[src/rtl/regfile_scoreboard.sv]
// rtl/regfile_scoreboard.sv - 32x32 register file with write-through bypass and pending-write scoreboard
//
// Purpose: commits writeback results into the architectural register file,
// serves two combinational decode read ports with same-cycle bypass, and
// tracks in-flight writes per register so decode stalls on unresolved sources.
// A taken redirect at writeback (wb_pc_src) discards all in-flight bookkeeping.
//
// Optional feature macro: SCOREBOARD_PERF_EN adds perf_stall_cnt, a 32-bit
// wrapping count of stalled cycles (cleared by rst only).
//
// Ports:
//   clk, rst                  clock, synchronous active-high reset
//   wb_rf_wb/wb_rd/wb_data    writeback write enable, destination, data
//   wb_pc_src                 taken redirect at writeback, flushes scoreboard
//   id_rs1/id_rs2             decode source indices
//   id_use_rs1/id_use_rs2     decode actually reads the source
//   id_rd/id_rf_wb            decode destination and its write enable
//   id_valid                  decode holds an instruction attempting issue
//   rs1_data/rs2_data         source operands (combinational)
//   id_stall                  hold decode this cycle (combinational)
//   perf_stall_cnt            stall cycle counter (SCOREBOARD_PERF_EN only)

module regfile_scoreboard #(
  parameter int PEND_W = 2
) (
  input  logic        clk,
  input  logic        rst,
  input  logic        wb_rf_wb,
  input  logic [4:0]  wb_rd,
  input  logic [31:0] wb_data,
  input  logic        wb_pc_src,
  input  logic [4:0]  id_rs1,
  input  logic [4:0]  id_rs2,
  input  logic        id_use_rs1,
  input  logic        id_use_rs2,
  input  logic [4:0]  id_rd,
  input  logic        id_rf_wb,
  input  logic        id_valid,
  output logic [31:0] rs1_data,
  output logic [31:0] rs2_data,
  output logic        id_stall
`ifdef SCOREBOARD_PERF_EN
  ,
  output logic [31:0] perf_stall_cnt
`endif
);

  localparam logic [PEND_W-1:0] PEND_MAX = '1;
  localparam logic [PEND_W-1:0] PEND_ONE = PEND_W'(1);

  logic [31:0]       regs [32];
  logic [PEND_W-1:0] pend [32];

  logic wb_ev;
  logic issue_ev;
  logic haz1;
  logic haz2;
  logic full;

  assign wb_ev    = wb_rf_wb && (wb_rd != 5'd0);
  // A younger instruction issuing in the redirect cycle is killed, so it never counts.
  assign issue_ev = id_valid && !id_stall && id_rf_wb && (id_rd != 5'd0) && !wb_pc_src;

  always_comb begin
    rs1_data = '0;
    rs2_data = '0;
    if (id_rs1 != 5'd0)
      rs1_data = (wb_rf_wb && wb_rd == id_rs1) ? wb_data : regs[id_rs1];
    if (id_rs2 != 5'd0)
      rs2_data = (wb_rf_wb && wb_rd == id_rs2) ? wb_data : regs[id_rs2];
  end

  // A source with exactly one outstanding write that is landing this cycle is
  // satisfied by the bypass, so it does not stall.
  assign haz1 = id_use_rs1 && (id_rs1 != 5'd0) && (pend[id_rs1] != '0) &&
                !(pend[id_rs1] == PEND_ONE && wb_ev && wb_rd == id_rs1);
  assign haz2 = id_use_rs2 && (id_rs2 != 5'd0) && (pend[id_rs2] != '0) &&
                !(pend[id_rs2] == PEND_ONE && wb_ev && wb_rd == id_rs2);
  // Saturated counter: stall the issue rather than let the count wrap.
  assign full = id_rf_wb && (id_rd != 5'd0) && (pend[id_rd] == PEND_MAX);

  assign id_stall = id_valid && (haz1 || haz2 || full);

  always_ff @(posedge clk) begin
    if (rst) begin
      for (int i = 0; i < 32; i++) regs[i] <= '0;
    end else if (wb_ev) begin
      regs[wb_rd] <= wb_data;
    end
  end

  always_ff @(posedge clk) begin
    if (rst || wb_pc_src) begin
      for (int i = 0; i < 32; i++) pend[i] <= '0;
    end else begin
      for (int i = 1; i < 32; i++) begin
        // Issue and writeback to the same register in one cycle cancel out.
        if (issue_ev && id_rd == 5'(i) && !(wb_ev && wb_rd == 5'(i)))
          pend[i] <= pend[i] + PEND_ONE;
        else if (wb_ev && wb_rd == 5'(i) && !(issue_ev && id_rd == 5'(i)) &&
                 pend[i] != '0)
          pend[i] <= pend[i] - PEND_ONE;
      end
    end
  end

`ifdef SCOREBOARD_PERF_EN
  always_ff @(posedge clk) begin
    if (rst)
      perf_stall_cnt <= '0;
    else if (id_stall)
      perf_stall_cnt <= perf_stall_cnt + 32'd1;
  end
`endif

endmodule

[config.mk]
export PLATFORM = sky130hd
export DESIGN_NAME = regfile_scoreboard
export DESIGN_NICKNAME = d
export VERILOG_FILES = /design/src/rtl/regfile_scoreboard.sv
export SDC_FILE = /design/constraint.sdc
export NUM_CORES = 2
export LEC_CHECK = 0
export ABC_CLOCK_PERIOD_IN_PS = 7200
export CAP_MARGIN = 20
export CORE_MARGIN = 8
export CORE_UTILIZATION = 55
export DETAILED_ROUTE_END_ITERATION = 12
export GPL_ROUTABILITY_DRIVEN = 0
export PLACE_DENSITY = 0.72
export SLEW_MARGIN = 20
export SYNTH_ARGS = -nofsm -noshare
export SYNTH_HDL_FRONTEND = slang
export SYNTH_SLANG_ARGS = --single-unit
[constraint.sdc]
create_clock -name clk -period 7.2 [get_ports clk]
set_input_delay 1.44 -clock clk [delete_from_list [all_inputs] [get_ports clk]]
set_output_delay 1.44 -clock clk [all_outputs]
set_load 0.03 [all_outputs]
# ---- Yosys cells after proc, flatten, opt, wreduce, memory -nomap -nowiden
# Memories as Yosys holds them, arrays and structs flattened.
# Cells that the tools add are included.
# W data, S select, Z words.
dict set report op_classes {
  muxes 293
  eq_ne 67
  n_bitwise 62
  n_addsub 62
  n_reduce_logical 282
}
# op count
set op_table {}
lappend op_table {{$mux W1} 225}
lappend op_table {{$logic_and A1 B1 Y1} 175}
lappend op_table {{$eq A5 B5 Y1 const B} 32}
lappend op_table {{$mux W32} 5}
lappend op_table {{$mux W2} 62}
lappend op_table {{$eq A5 B4 Y1 const B} 16}
lappend op_table {{$logic_not A1 Y1} 66}
lappend op_table {{$reduce_bool A2 Y1} 33}
lappend op_table {{$add A2 B1 Y2 const B} 31}
lappend op_table {{$or A1 B1 Y1} 62}
lappend op_table {{$sub A2 B1 Y2 const B} 31}
lappend op_table {{$eq A5 B3 Y1 const B} 8}
lappend op_table {{$reduce_or A32 Y1} 1}
lappend op_table {{$eq A5 B2 Y1 const B} 4}
lappend op_table {{$reduce_bool A5 Y1} 4}
lappend op_table {{$eq A5 B1 Y1 const B} 2}
lappend op_table {{$eq A5 B5 Y1} 2}
lappend op_table {{$mux W5} 1}
lappend op_table {{$eq A2 B1 Y1 const B} 2}
lappend op_table {{$logic_or A1 B1 Y1} 3}
lappend op_table {{$eq A2 B2 Y1 const B} 1}
dict set report word_totals {
  word_cells 768
  n_memories 2
  input_bits 60
  reg_bits 0
  ram_bits 1088
  out_inout_bits 65
}
# name words width rd rd_ports_with_merged_regs wr line
set mem_list {}
lappend mem_list {regs 32 32 2 0 32 51} ;# logic [31:0] regs [32];
lappend mem_list {pend 32 2 34 0 32 52} ;# logic [PEND_W-1:0] pend [32];

# ---- Logic depth before layout (Yosys ltp)
dict set report logic_depth {
  ltp_word 23
  depth_mapped 13
  depth_no_buf 8
}

# ---- Worst setup path before layout
# OpenSTA, ideal clock, no wires.
dict set report synth_path {
  path_kind {in2out}
  startpoint {input id_rs2[0]}
  endpoint {output rs2_data[14]}
  path_stages 9
  n_path_buf 5
  t_arrival_ps 4273
  required_time_ps 5760
  path_slack_ps 1487
  path_cell_list {buf_4 > buf_2 > buf_2 > buf_2 > buf_1 > mux4_2 > mux4_2 > mux2i_1 > a211oi_1}
}
dict set report synth_between {
  elab_chain_len 4
  word_cells_on_any_way 6
  cone_classes {eq/ne: 1; mux: 2; reduce/logical: 2; memory: 1}
}
# element line
set synth_rtl {}
lappend synth_rtl {{start: declaration} 33} ;# input logic [4:0] id_rs2,
lappend synth_rtl {{branches (longest 3 deep; another with $mem_v2 Z32 W32)} n/a}
lappend synth_rtl {{$mux W32 (*)} 69} ;# if (id_rs2 != 5'd0)
lappend synth_rtl {{end: declaration} 40} ;# output logic [31:0] rs2_data,
# Every way passes the cells marked *.

# ---- Final worst setup path
dict set report layout_path {
  startpoint {input id_rs2[3]}
  endpoint {output rs2_data[26]}
}
# The elaborated chain is that of the path after synthesis.

==> parameters.txt <==
Parameter                              Value

Worst setup path
  Setup crit start    id_rs2[3]
  Flop2flop setup slack    3.20 ns
  Depth of the worst register-to-register path    9
  Kind of critical path    in -> out
  Start of the worst register-to-register path    pend[31][0]$_SDFFCE_PN0P_
  Arrival time reported for the critical path endpoint    5.47 ns
  Endpoint of the most critical setup path    rs2_data[26]
  Startpoint types    primary input
  Cell with the biggest individual delay on the critical path    sky130_fd_sc_hd__clkdlybuf4s50_1
  Delay contributed by the slowest stage of the critical path    0.81 ns
  Critical-path cell list    clkdlybuf4s50_1 > xor2_1 > nor4_1 > nand3_4 > buf_4 > a211oi_2 > clkdlybuf4s50_1
  Critical R2R Capture    pend[14][1]$_SDFFCE_PN0P_
  Worst path most repeated cell    sky130_fd_sc_hd__clkdlybuf4s50_1
  Largest driver fanout on the critical path    47
  Kind of end point of the critical path    primary output
  Required time of the critical path    5.76 ns

Floorplan
  Overall die area    0.122 sq mm
  Number of rows in the core area    122
  Core region area    0.110 sq mm
  Die outline height    349 um
  Initial core utilization    55.3%
  Horiz. Die Dim    349 um
  IO Pins    125

Timing
  Final Critical Period    6.91 ns
  RSZ-0062 raised after global routing    false
  Fmax    145 MHz
  Max-Slew Margin vs Limit    15.5%
  Worst-Margin Slew    1.26 ns
  Final critical-path share of the clock period    96.0%
  Total negative slack for setup checks    0 ns
  Final setup violation count    0
  Final WS setup    0.288 ns
  Final Slew Violations    0
  Worst clock skew    0.0122 ns
  Final hold violations    0

Detailed routing
  Overall via count from detail_route    41,200
  DRC violation total after the first TritonRoute iteration    7,339
  Detailed Route WL    212 mm
  Via density per instance    7.27
  Total iterations of the first detailed-routing run    6
  Wire length per cell    37.5 um
  Total DRC errors in the routed layout    0
  Post-DRT Antenna Nets    0

Synth
  Cell variety after synth    64
  Largest cells by area after synthesis    sky130_fd_sc_hd__edfxtp_1 (53%), sky130_fd_sc_hd__mux4_2 (25%), sky130_fd_sc_hd__and2_1 (10%)
  Number of enable-type register cells in the synthesized netlist    1,086
  Most common flop cell mapped by yosys    sky130_fd_sc_hd__edfxtp_1
  Average size of a mapped cell    15.1 sq um
  Seq cells post-synth    1,086
  Yosys warning count    0
  Share of flip-flops with an asynchronous set or reset after synthesis    0%
  Fraction of the yosys area taken by sequential cells    53.4%
  Cell accounting for the most synthesized area    sky130_fd_sc_hd__edfxtp_1
  Proportion of netlist area held by the largest area contributor    53.4%
  Number of cells produced by synthesis    4,054
  Cell area after synthesis    0.0611 sq mm

GRT
  GR Util All Layers    34.4%
  Initial antenna violation count    31
  Vias in the first global route    40,100
  Remaining global-route overflow    0
  Maximum number of pins on one net before global-route repair    71
  Wire length of the first global-routing pass    296 mm

Pwr
  PwrDens    233 mW/mm^2
  Worst vdd rail ir drop    0.215 mV
  Static Leak    22.9 nW

Min path
  Classification of the worst-slack hold path    reg -> reg

Clock network
  CTS H-tree lvls    3
  Clock insertion delay at the later pin of the skew report    0.71 ns
  Clock sink count    1,086
  Buffer count from post-CTS setup fixing    0
  Clock root buffer master    sky130_fd_sc_hd__clkbuf_16
  Number of buffers added by the clock tree synthesis step    114
  Clock transition at path regs    0.07 ns
  Number of hold buffers added after CTS    0
  Clock tree from TritonCTS    built
  Total of cells resized after clock tree synthesis    0
  Max Buffers Root-to-Sink    3

Final layout
  Layout net count    4,120
  Share of layout cells above drive strength 1    26.7%
  Filler Cell Count    7,933
  Area delta synth->final    12.0%

Placement
  Quantity of I/O buffers inserted on ports    124
  Hpwl dp    123 mm
  Pre-CTS worst setup slack    0.143 ns

Outcome
  Run status    complete, no violations

Flow run
  Number of max-cap violations    0
## logic make-up after synthesis
logic type | after synthesis | synth area share, %
AND/OR/NAND/NOR | 1479 | 14.2
flip-flops | 1086 | 53.4
multiplexers | 762 | 26.1
buffers and inverters | 443 | 2.87
AO/OA/AOI/OAI | 271 | 3.21
XOR/XNOR | 11 | 0.158
adder cells (fa/ha/maj) | 1 | 0.0205
other | 1 | 0.00614
## metrics by stage
stage	hold slack, ns	power, mW	utilization, %	cell area [sq um]	cells
2_1_floorplan	0.598	9.02	-	61200	4085
4_1_cts	0.684	15.8	61.9	68300	5640
3_3_place_gp	0.651	9.94	58.3	64400	5421
5_1_grt	0.720	16.2	61.9	68300	5643
3_5_place_dp	0.675	9.98	58.5	64500	5428
6_report	0.694	15.9	61.9	68400	5660
## critical path, delay by kind of cell
| kind | cells | cell delay (ns) |
|---|---|---|
| AOI/OAI and AO/OA | 1 | 0.66 |
| xor gates and xnor gates | 1 | 0.29 |
| buffers and inverters | 3 | 1.93 |
| and+or+nand+nor | 2 | 1.10 |
## cell type report
cell class                      count  area (sq um)  share of cell area (%)
Sequential cell                  1086         32600                    47.7
Multi-Input combinational cell   2556         27200                    39.8
Clock buffer                      137          3000                    4.39
Timing Repair Buffer              292          2890                    4.22
Tap cell                         1488          1860                    2.72
Clock inverter                     75           726                    1.06
Antenna cell                       17          42.5                  0.0622
Inverter                            9          38.8                  0.0567
## report_power, final
group | internal (mW) | switching, mW
Combinational | 1.02 | 1.35
Clock | 3.40 | 2.59
Sequential | 7.33 | 0.213
## registers in the layout, indices dropped and copies added, names as in the netlist
register and flops:
pend 62, regs 1024
## how the worst min path moves through the flow
stage                              startpoint                   endpoint  depth (start not counted)
floorplan               pend[17][0]$_DFFE_PP_      pend[17][0]$_DFFE_PP_                          1
global placement    pend[12][0]$_SDFFCE_PN0P_  pend[12][0]$_SDFFCE_PN0P_                          1
detailed placement  pend[12][0]$_SDFFCE_PN0P_  pend[12][0]$_SDFFCE_PN0P_                          1
CTS                 pend[12][0]$_SDFFCE_PN0P_  pend[12][0]$_SDFFCE_PN0P_                          1
global route        pend[14][0]$_SDFFCE_PN0P_  pend[14][0]$_SDFFCE_PN0P_                          1
finish              pend[12][0]$_SDFFCE_PN0P_  pend[12][0]$_SDFFCE_PN0P_                          1
## Yosys cell counts, types with 17 or more instances
master and number:
sky130_fd_sc_hd__a211oi_1 81, sky130_fd_sc_hd__mux2i_1 93, sky130_fd_sc_hd__and2_1 997, sky130_fd_sc_hd__nor4_1 18
sky130_fd_sc_hd__buf_2 67, sky130_fd_sc_hd__o21ai_0 38, sky130_fd_sc_hd__edfxtp_1 1086, sky130_fd_sc_hd__nand2_1 72
sky130_fd_sc_hd__a31oi_1 18, sky130_fd_sc_hd__clkbuf_1 340, sky130_fd_sc_hd__nor2_1 153, sky130_fd_sc_hd__nand3_1 59
sky130_fd_sc_hd__nand2b_1 26, sky130_fd_sc_hd__a21oi_1 24, sky130_fd_sc_hd__nor3_1 30, sky130_fd_sc_hd__o211ai_1 17
sky130_fd_sc_hd__nor2b_1 35, sky130_fd_sc_hd__buf_1 25, sky130_fd_sc_hd__or2_2 25, sky130_fd_sc_hd__mux4_2 665
## cells in the final DEF, fill, tap and decap left out, drive strengths merged, types with 20 or more instances in the layout
master	Yosys	layout
mux4	665	665
nor2	155	155
nor3	30	30
nor4	20	20
o21ai	38	38
clkinv	0	53
a21oi	24	24
or2	26	26
clkbuf	340	137
nand3	59	59
nand2b	26	26
and2	997	997
mux2i	93	93
conb	1	32
a211oi	82	82
nor2b	35	35
edfxtp	1086	1086
buf	94	185
clkdlybuf4s50	0	107
nand2	72	72
## metal layers
metal  GRT usage [%]  part of all wire (%)  vias up  routed length [um]
li1                -                     -    15900                   -
met4            17.3                   5.9        2               12400
met5               0                0.0061        -                  13
met3            10.7                    16      701               33800
met2            51.6                    45     3863               95000
met1            45.5                    33    20700               70800
Note: power is estimated with default switching activity, not from simulation.
